<file path="config.mk">
export PLATFORM = sky130hd
export DESIGN_NAME = enemy_wave_engine
export DESIGN_NICKNAME = d
export VERILOG_FILES = /design/src/rtl/enemy_wave_engine.sv
export SDC_FILE = /design/constraint.sdc
export NUM_CORES = 1
export LEC_CHECK = 0
export ABC_AREA = 1
export ABC_CLOCK_PERIOD_IN_PS = 7700
export BUFFER_PORTS_ARGS = -buffer_cell sky130_fd_sc_hd__buf_2
export CORE_MARGIN = 4
export CORE_UTILIZATION = 30
export DETAILED_ROUTE_END_ITERATION = 16
export PLACE_DENSITY = 0.56
export SETUP_SLACK_MARGIN = 0.5
export SLEW_MARGIN = 20
export SYNTH_ARGS = -nofsm -noshare
export SYNTH_HDL_FRONTEND = slang
export SYNTH_SLANG_ARGS = --single-unit
</file>
<file path="constraint.sdc">
create_clock -name clock -period 7.7 [get_ports clock]
set_clock_uncertainty 0.2 [all_clocks]
set_input_delay 0.77 -clock clock [delete_from_list [all_inputs] [get_ports clock]]
set_output_delay 0.77 -clock clock [all_outputs]
set_load 0.01 [all_outputs]
</file>
<file path="src/rtl/enemy_wave_engine.sv">
// Falling-enemy engine: owns NUM_ENEMIES sprites (position, colour, fall timing) and
// drives the shared erase/redraw plot port, with LFSR respawn, hit latches and escape pulses.
module enemy_wave_engine #(
  parameter int unsigned NUM_ENEMIES = 2,
  parameter int unsigned SPRITE_W    = 4,
  parameter int unsigned SPRITE_H    = 4,
  parameter int unsigned DELAY       = 4500000,
  parameter int unsigned SCREEN_W    = 160,
  parameter int unsigned SCREEN_H    = 120
) (
  input  logic                       clock,
  input  logic                       reset,
  input  logic                       enable,
  input  logic [NUM_ENEMIES-1:0]     hit,
  output logic [7:0]                 x,
  output logic [6:0]                 y,
  output logic [2:0]                 colour,
  output logic                       plot,
  output logic                       busy,
  output logic [NUM_ENEMIES-1:0]     escaped,
  output logic [8*NUM_ENEMIES-1:0]   enemy_x,
  output logic [7*NUM_ENEMIES-1:0]   enemy_y
);
  localparam int unsigned Pixels = SPRITE_W * SPRITE_H;
  localparam int unsigned PixW   = (Pixels > 1) ? $clog2(Pixels) : 1;
  localparam int unsigned ChW    = (NUM_ENEMIES > 1) ? $clog2(NUM_ENEMIES) : 1;
  localparam int unsigned CntW   = $clog2(DELAY);
  localparam logic [7:0]      MaxX    = 8'(SCREEN_W - SPRITE_W);
  localparam logic [6:0]      Bottom  = 7'(SCREEN_H - SPRITE_H);
  localparam logic [PixW-1:0] PixLast = PixW'(Pixels - 1);
  localparam logic [ChW-1:0]  ChLast  = ChW'(NUM_ENEMIES - 1);
  localparam logic [CntW-1:0] CntLoad = CntW'(DELAY - 1);

  typedef enum logic [2:0] {StIdle, StErase, StUpdate, StDraw, StNext} state_e;

  function automatic logic [7:0] spawn_x(input logic [7:0] l);
    return (l <= MaxX) ? l : l - 8'd128;
  endfunction

  // An enemy is never drawn black, which would be indistinguishable from an erase.
  function automatic logic [2:0] colour_of(input logic [7:0] v);
    logic [2:0] c;
    c = {v[5:4], v[7] ^ v[6]};
    return (c == 3'b000) ? 3'b100 : c;
  endfunction

  state_e                 state_q, state_d;
  logic [ChW-1:0]         ch_q, ch_d;
  logic [PixW-1:0]        p_q, p_d;
  logic [CntW-1:0]        cnt_q;
  logic [7:0]             lfsr_q;
  logic                   pend_q, pend_d;
  logic [NUM_ENEMIES-1:0] hitp_q, hitp_d;
  logic [7:0]             ex_q [NUM_ENEMIES];
  logic [7:0]             ex_d [NUM_ENEMIES];
  logic [6:0]             ey_q [NUM_ENEMIES];
  logic [6:0]             ey_d [NUM_ENEMIES];
  logic [2:0]             ec_q [NUM_ENEMIES];
  logic [2:0]             ec_d [NUM_ENEMIES];
  logic [7:0]             x_d, spawn;
  logic [6:0]             y_d;
  logic [2:0]             colour_d;
  logic                   plot_d, busy_d, tick;
  logic [NUM_ENEMIES-1:0] esc_d;

  always_comb begin
    spawn   = spawn_x(lfsr_q);
    tick    = (cnt_q == '0);
    state_d = state_q;
    ch_d    = ch_q;
    p_d     = p_q;
    ex_d    = ex_q;
    ey_d    = ey_q;
    ec_d    = ec_q;
    pend_d  = pend_q | (tick & enable);
    hitp_d  = hitp_q | hit;
    unique case (state_q)
      StIdle: begin
        if (pend_q) begin
          pend_d  = 1'b0;
          ch_d    = '0;
          p_d     = '0;
          state_d = StErase;
        end
      end
      StErase, StDraw: begin
        if (p_q == PixLast) begin
          p_d     = '0;
          state_d = (state_q == StErase) ? StUpdate : StNext;
        end else begin
          p_d = p_q + 1'b1;
        end
      end
      StUpdate: begin
        state_d = StDraw;
        for (int i = 0; i < NUM_ENEMIES; i++) begin
          if (ch_q == ChW'(i)) begin
            if (hitp_q[i] || ey_q[i] == Bottom) begin
              ex_d[i] = spawn;
              ey_d[i] = '0;
              ec_d[i] = colour_of(spawn);
            end else begin
              ey_d[i] = ey_q[i] + 7'd1;
            end
            // A hit arriving in this same cycle keeps the latch set for next frame.
            if (hitp_q[i]) hitp_d[i] = hit[i];
          end
        end
      end
      StNext: begin
        if (ch_q == ChLast) begin
          state_d = StIdle;
        end else begin
          ch_d    = ch_q + 1'b1;
          state_d = StErase;
        end
      end
      default: state_d = StIdle;
    endcase

    // Outputs are precomputed from next state so they appear registered in the right cycle.
    plot_d   = (state_d == StErase) || (state_d == StDraw);
    busy_d   = (state_d != StIdle);
    x_d      = '0;
    y_d      = '0;
    colour_d = '0;
    esc_d    = '0;
    for (int i = 0; i < NUM_ENEMIES; i++) begin
      if (ch_d == ChW'(i)) begin
        if (plot_d) begin
          x_d = ex_d[i] + 8'(32'(p_d) % SPRITE_W);
          y_d = ey_d[i] + 7'(32'(p_d) / SPRITE_W);
        end
        if (state_d == StDraw) colour_d = ec_d[i];
        esc_d[i] = (state_d == StUpdate) && !hitp_d[i] && (ey_q[i] == Bottom);
      end
    end
  end

  always_ff @(posedge clock) begin
    if (reset) begin
      state_q <= StIdle;
      ch_q    <= '0;
      p_q     <= '0;
      cnt_q   <= CntLoad;
      lfsr_q  <= 8'hA5;
      pend_q  <= 1'b0;
      hitp_q  <= '0;
      for (int i = 0; i < NUM_ENEMIES; i++) begin
        ex_q[i] <= 8'(32 + 64 * i);
        ey_q[i] <= '0;
        ec_q[i] <= colour_of(8'(32 + 64 * i));
      end
      x       <= '0;
      y       <= '0;
      colour  <= '0;
      plot    <= 1'b0;
      busy    <= 1'b0;
      escaped <= '0;
    end else begin
      state_q <= state_d;
      ch_q    <= ch_d;
      p_q     <= p_d;
      cnt_q   <= tick ? CntLoad : cnt_q - 1'b1;
      lfsr_q  <= {lfsr_q[6:0], lfsr_q[7] ^ lfsr_q[5] ^ lfsr_q[4] ^ lfsr_q[3]};
      pend_q  <= pend_d;
      hitp_q  <= hitp_d;
      ex_q    <= ex_d;
      ey_q    <= ey_d;
      ec_q    <= ec_d;
      x       <= x_d;
      y       <= y_d;
      colour  <= colour_d;
      plot    <= plot_d;
      busy    <= busy_d;
      escaped <= esc_d;
    end
  end

  always_comb begin
    enemy_x = '0;
    enemy_y = '0;
    for (int i = 0; i < NUM_ENEMIES; i++) begin
      enemy_x[8*i +: 8] = ex_q[i];
      enemy_y[7*i +: 7] = ey_q[i];
    end
  end

endmodule

</file>
==> impl_metrics.tcl <==
set metrics [dict create \
    run_status "finished clean" \
    synth-async-reset-ratio 0 \
    htreeDepth 3 \
    viasPerCell 4.60 \
    grt-ovfl-total 0 \
    slowest_delay_ns 0.38 \
    worst_slew_margin_rel 0.524 \
    boundaryPins 57 \
    clock_tree.root_cell "sky130_fd_sc_hd__clkbuf_16" \
    clock_insertion_delay_at_the_later_pin_of_the_skew_report_ns 0.36 \
    syn_inst 727 \
    wirelength_um 13100 \
    tns_ns 0 \
    dieHeight_um 139 \
    timing.fmax_ghz 0.300 \
    setup_viol_count_final 0 \
    antenna_cells 0 \
    hold_path.startpoint "cnt_q[0]" \
    dieArea_mm2 0.0192 \
    synth.yosys.seq_area_share 0.391 \
    drt_first_pass_iters 5 \
    number_of_global_route_vias_before_repair 4293 \
    numPortBuffers 56 \
    setup.worst_path.class "flop to flop" \
    route.detailed.drc 0 \
    setup.worst_path.start_class "flop" \
    max-cap-violations 0 \
    die_width_um 139 \
    pwr_density_cell_mw_per_mm2 171 \
    leakage_uw 0.00276 \
    post_synth.cell_area_avg_um2 7.05 \
    timing.critical_path.from "enemy_y[0]" \
    flow.area_growth_from_synthesis_pct 15.1 \
    hold_buffers 0 \
    num-nets-final 804 \
    placeableCoreArea_mm2 0.0166 \
    starting_density_of_the_core 0.308 \
    hpwlAfterDp_um 9720 \
    syn_area_mm2 0.00512 \
    worst-path-max-fanout 17 \
    globalplace.congestion 0.854 \
    max_slew.worst_pin.slew_ns 0.714 \
    crit_arrival_ns 3.42 \
    routed-via-count 4626 \
    cts_inserted_buffers 9 \
    path_clk_slew_ns 0.07 \
    r2r_start "enemy_y[0]" \
    track_usage 0.138 \
    endpoint_kind "flop" \
    min_period_over_period 0.433 \
    synth_nets 751 \
    synth_ff_type "sky130_fd_sc_hd__dfxtp_1" \
    drt_iter0_drc 282 \
    cpMaxStageDelayCell "sky130_fd_sc_hd__dfxtp_1" \
    rsz0062_at_grt "false" \
    postSynthRegisterBits 100 \
    rows 47 \
    post-layout-total-power_uw 1010 \
    cts_tree "done" \
    worstPathRequired_ns 7.79 \
    cp_cell_sequence "inv_1 -> ha_1 -> inv_1 -> nor2_1 -> nand2_1 -> nand2_1 -> nand2_4 -> clkinv_2 -> or2_2 -> o21ai_0 -> inv_1 -> ha_1 -> a21oi_1 -> nand3b_1 -> nor2_2 -> nand2_1 -> nand2_1 -> nand3_1 -> a21oi_1" \
    fin_util 0.354 \
    layout-drive-gt1-share 0.158 \
    report.final.slew_viol_count 0 \
    antenna_violating_nets_post_route 0 \
    min_period_ns 3.34 \
    grt_max_degree 50 \
    worst_ir_drop_vdd_v 0.000104 \
    ctsLongestPathBuffers 2 \
    layout.cell_area.non_filler_mm2 0.00589 \
    antenna_found_initial 0 \
    ys_types 40 \
    setup.reg_to_reg.worst_slack_ns 4.36 \
    final_hold_viol_count 0 \
    detail_route.wl_per_cell_um 13.1 \
    dpl_cell_area_mm2 0.00560 \
    post-cts-setup-buffer-count 0 \
    crit_top_cell "sky130_fd_sc_hd__nand2_1" \
    numClockSinks 100 \
    layout.filler_cells 1778 \
    number_of_gates_resized_after_cts 0 \
    synth-edff-count 0 \
    grt_first_pass_wirelength_um 21900 \
    synthesis.yosys.warnings 0 \
    worst_hold_path_type "flop to flop" \
]
-- cell families after synthesis --
logic type      after synthesis  share of synthesized area
compound gates               75                     0.0772
xor+xnor                     12                     0.0205
fa+ha+maj                    19                     0.0523
buf+inv                     115                     0.0901
flops                       100                      0.391
mux                           2                    0.00391
simple gates                404                      0.365
-- Yosys cell counts, types with 2 or more instances --
library cell | n | area, um^2
sky130_fd_sc_hd__a21oi_1 | 37 | 185
sky130_fd_sc_hd__o21bai_1 | 2 | 15.0
sky130_fd_sc_hd__o21ai_0 | 24 | 120
sky130_fd_sc_hd__nand2_4 | 4 | 45.0
sky130_fd_sc_hd__dfxtp_1 | 100 | 2000
sky130_fd_sc_hd__xnor2_1 | 4 | 35.0
sky130_fd_sc_hd__buf_2 | 5 | 25.0
sky130_fd_sc_hd__o21a_1 | 2 | 15.0
sky130_fd_sc_hd__xor2_1 | 8 | 70.1
sky130_fd_sc_hd__nand3b_1 | 2 | 15.0
sky130_fd_sc_hd__inv_2 | 7 | 26.3
sky130_fd_sc_hd__inv_1 | 90 | 338
sky130_fd_sc_hd__buf_6 | 3 | 33.8
sky130_fd_sc_hd__fa_1 | 4 | 80.1
sky130_fd_sc_hd__nand4_1 | 19 | 119
sky130_fd_sc_hd__clkbuf_1 | 5 | 18.8
sky130_fd_sc_hd__ha_1 | 15 | 188
sky130_fd_sc_hd__mux2i_1 | 2 | 20.0
sky130_fd_sc_hd__clkinv_1 | 2 | 7.51
sky130_fd_sc_hd__nor2_2 | 9 | 56.3
sky130_fd_sc_hd__nand2_1 | 152 | 571
sky130_fd_sc_hd__nor2_4 | 3 | 33.8
sky130_fd_sc_hd__nor2_1 | 110 | 413
sky130_fd_sc_hd__nor3_2 | 2 | 20.0
sky130_fd_sc_hd__nand3_1 | 58 | 290
sky130_fd_sc_hd__nor3_1 | 15 | 75.1
sky130_fd_sc_hd__o21ai_1 | 5 | 25.0
sky130_fd_sc_hd__nand3_2 | 7 | 70.1
sky130_fd_sc_hd__nor3b_1 | 2 | 15.0
sky130_fd_sc_hd__buf_1 | 2 | 7.51
sky130_fd_sc_hd__nand2_2 | 8 | 50.1
sky130_fd_sc_hd__nor4_1 | 2 | 12.5
sky130_fd_sc_hd__or2_2 | 8 | 50.1
sky130_fd_sc_hd__a31oi_1 | 3 | 18.8
-- layout by cell type (no fill, tap or decap), types with 4 or more instances in the layout --
master	instances
sky130_fd_sc_hd__a21oi_1	37
sky130_fd_sc_hd__buf_2	56
sky130_fd_sc_hd__clkbuf_16	9
sky130_fd_sc_hd__dfxtp_1	100
sky130_fd_sc_hd__fa_1	4
sky130_fd_sc_hd__ha_1	15
sky130_fd_sc_hd__inv_1	90
sky130_fd_sc_hd__inv_2	7
sky130_fd_sc_hd__nand2_1	152
sky130_fd_sc_hd__nand2_2	8
sky130_fd_sc_hd__nand2_4	4
sky130_fd_sc_hd__nand3_1	58
sky130_fd_sc_hd__nand3_2	7
sky130_fd_sc_hd__nand4_1	19
sky130_fd_sc_hd__nor2_1	110
sky130_fd_sc_hd__nor2_2	9
sky130_fd_sc_hd__nor3_1	15
sky130_fd_sc_hd__o21ai_0	24
sky130_fd_sc_hd__o21ai_1	5
sky130_fd_sc_hd__or2_2	8
sky130_fd_sc_hd__xnor2_1	4
sky130_fd_sc_hd__xor2_1	8
-- worst paths after layout --
check | to | cells after the start
hold reg to reg | cnt_q[0] | 1
hold / removal | cnt_q[0] | 1
setup / recovery | x[5] | 19
setup reg to reg | x[5] | 19
-- sequential cells by signal, summed over array words and instances, names as in the netlist, 3 cells and up --
register,count
x,8
cnt_q,23
p_q,4
enemy_y,14
state_q,3
ec_q,6
colour,3
enemy_x,16
y,7
lfsr_q,8
-- through the flow --
stage / std cells / setup slack [ns] / hold slack (ns)
3_5_place_dp: 989 / 4.41 / 0.181
6_report: 1005 / 4.36 / 0.197
4_1_cts: 1005 / 4.39 / 0.199
5_1_grt: 1005 / 4.02 / 0.214
2_1_floorplan: 727 / 4.68 / 0.166
3_3_place_gp: 989 / 4.44 / 0.176
-- where the power goes --
| group | internal (uW) | switching (uW) | leakage [uW] |
|---|---|---|---|
| clock | 252 | 206 | 0.000142 |
| combinational | 6.72 | 18.3 | 0.00181 |
| sequential | 522 | 4.51 | 0.000810 |
| total | 781 | 229 | 0.00276 |
-- worst max-delay path, delay by kind of cell, from the launching register on --
kind            cells  cell delay, ns
compound gates      3            0.36
fa+ha+maj           2            0.47
simple gates       10            1.44
flops               1            0.38
buf+inv             4            0.41
-- routing by layer --
metal  GRT usage  wire (um)
met1       0.190       6440
met2       0.218       5910
met3      0.0348        624
met4      0.0345        172
met5           0          0
-- cell type report --
class,count,area (um^2),area share
tap,220,275,0.0467
timing repair buffer,57,288,0.0488
clock buffer,10,229,0.0388
sequential,100,2000,0.340
clock inverter,6,65.1,0.0110
inverter,100,377,0.0639
multi-input combinational,512,2660,0.451
Power figures use the tool's default switching activity.
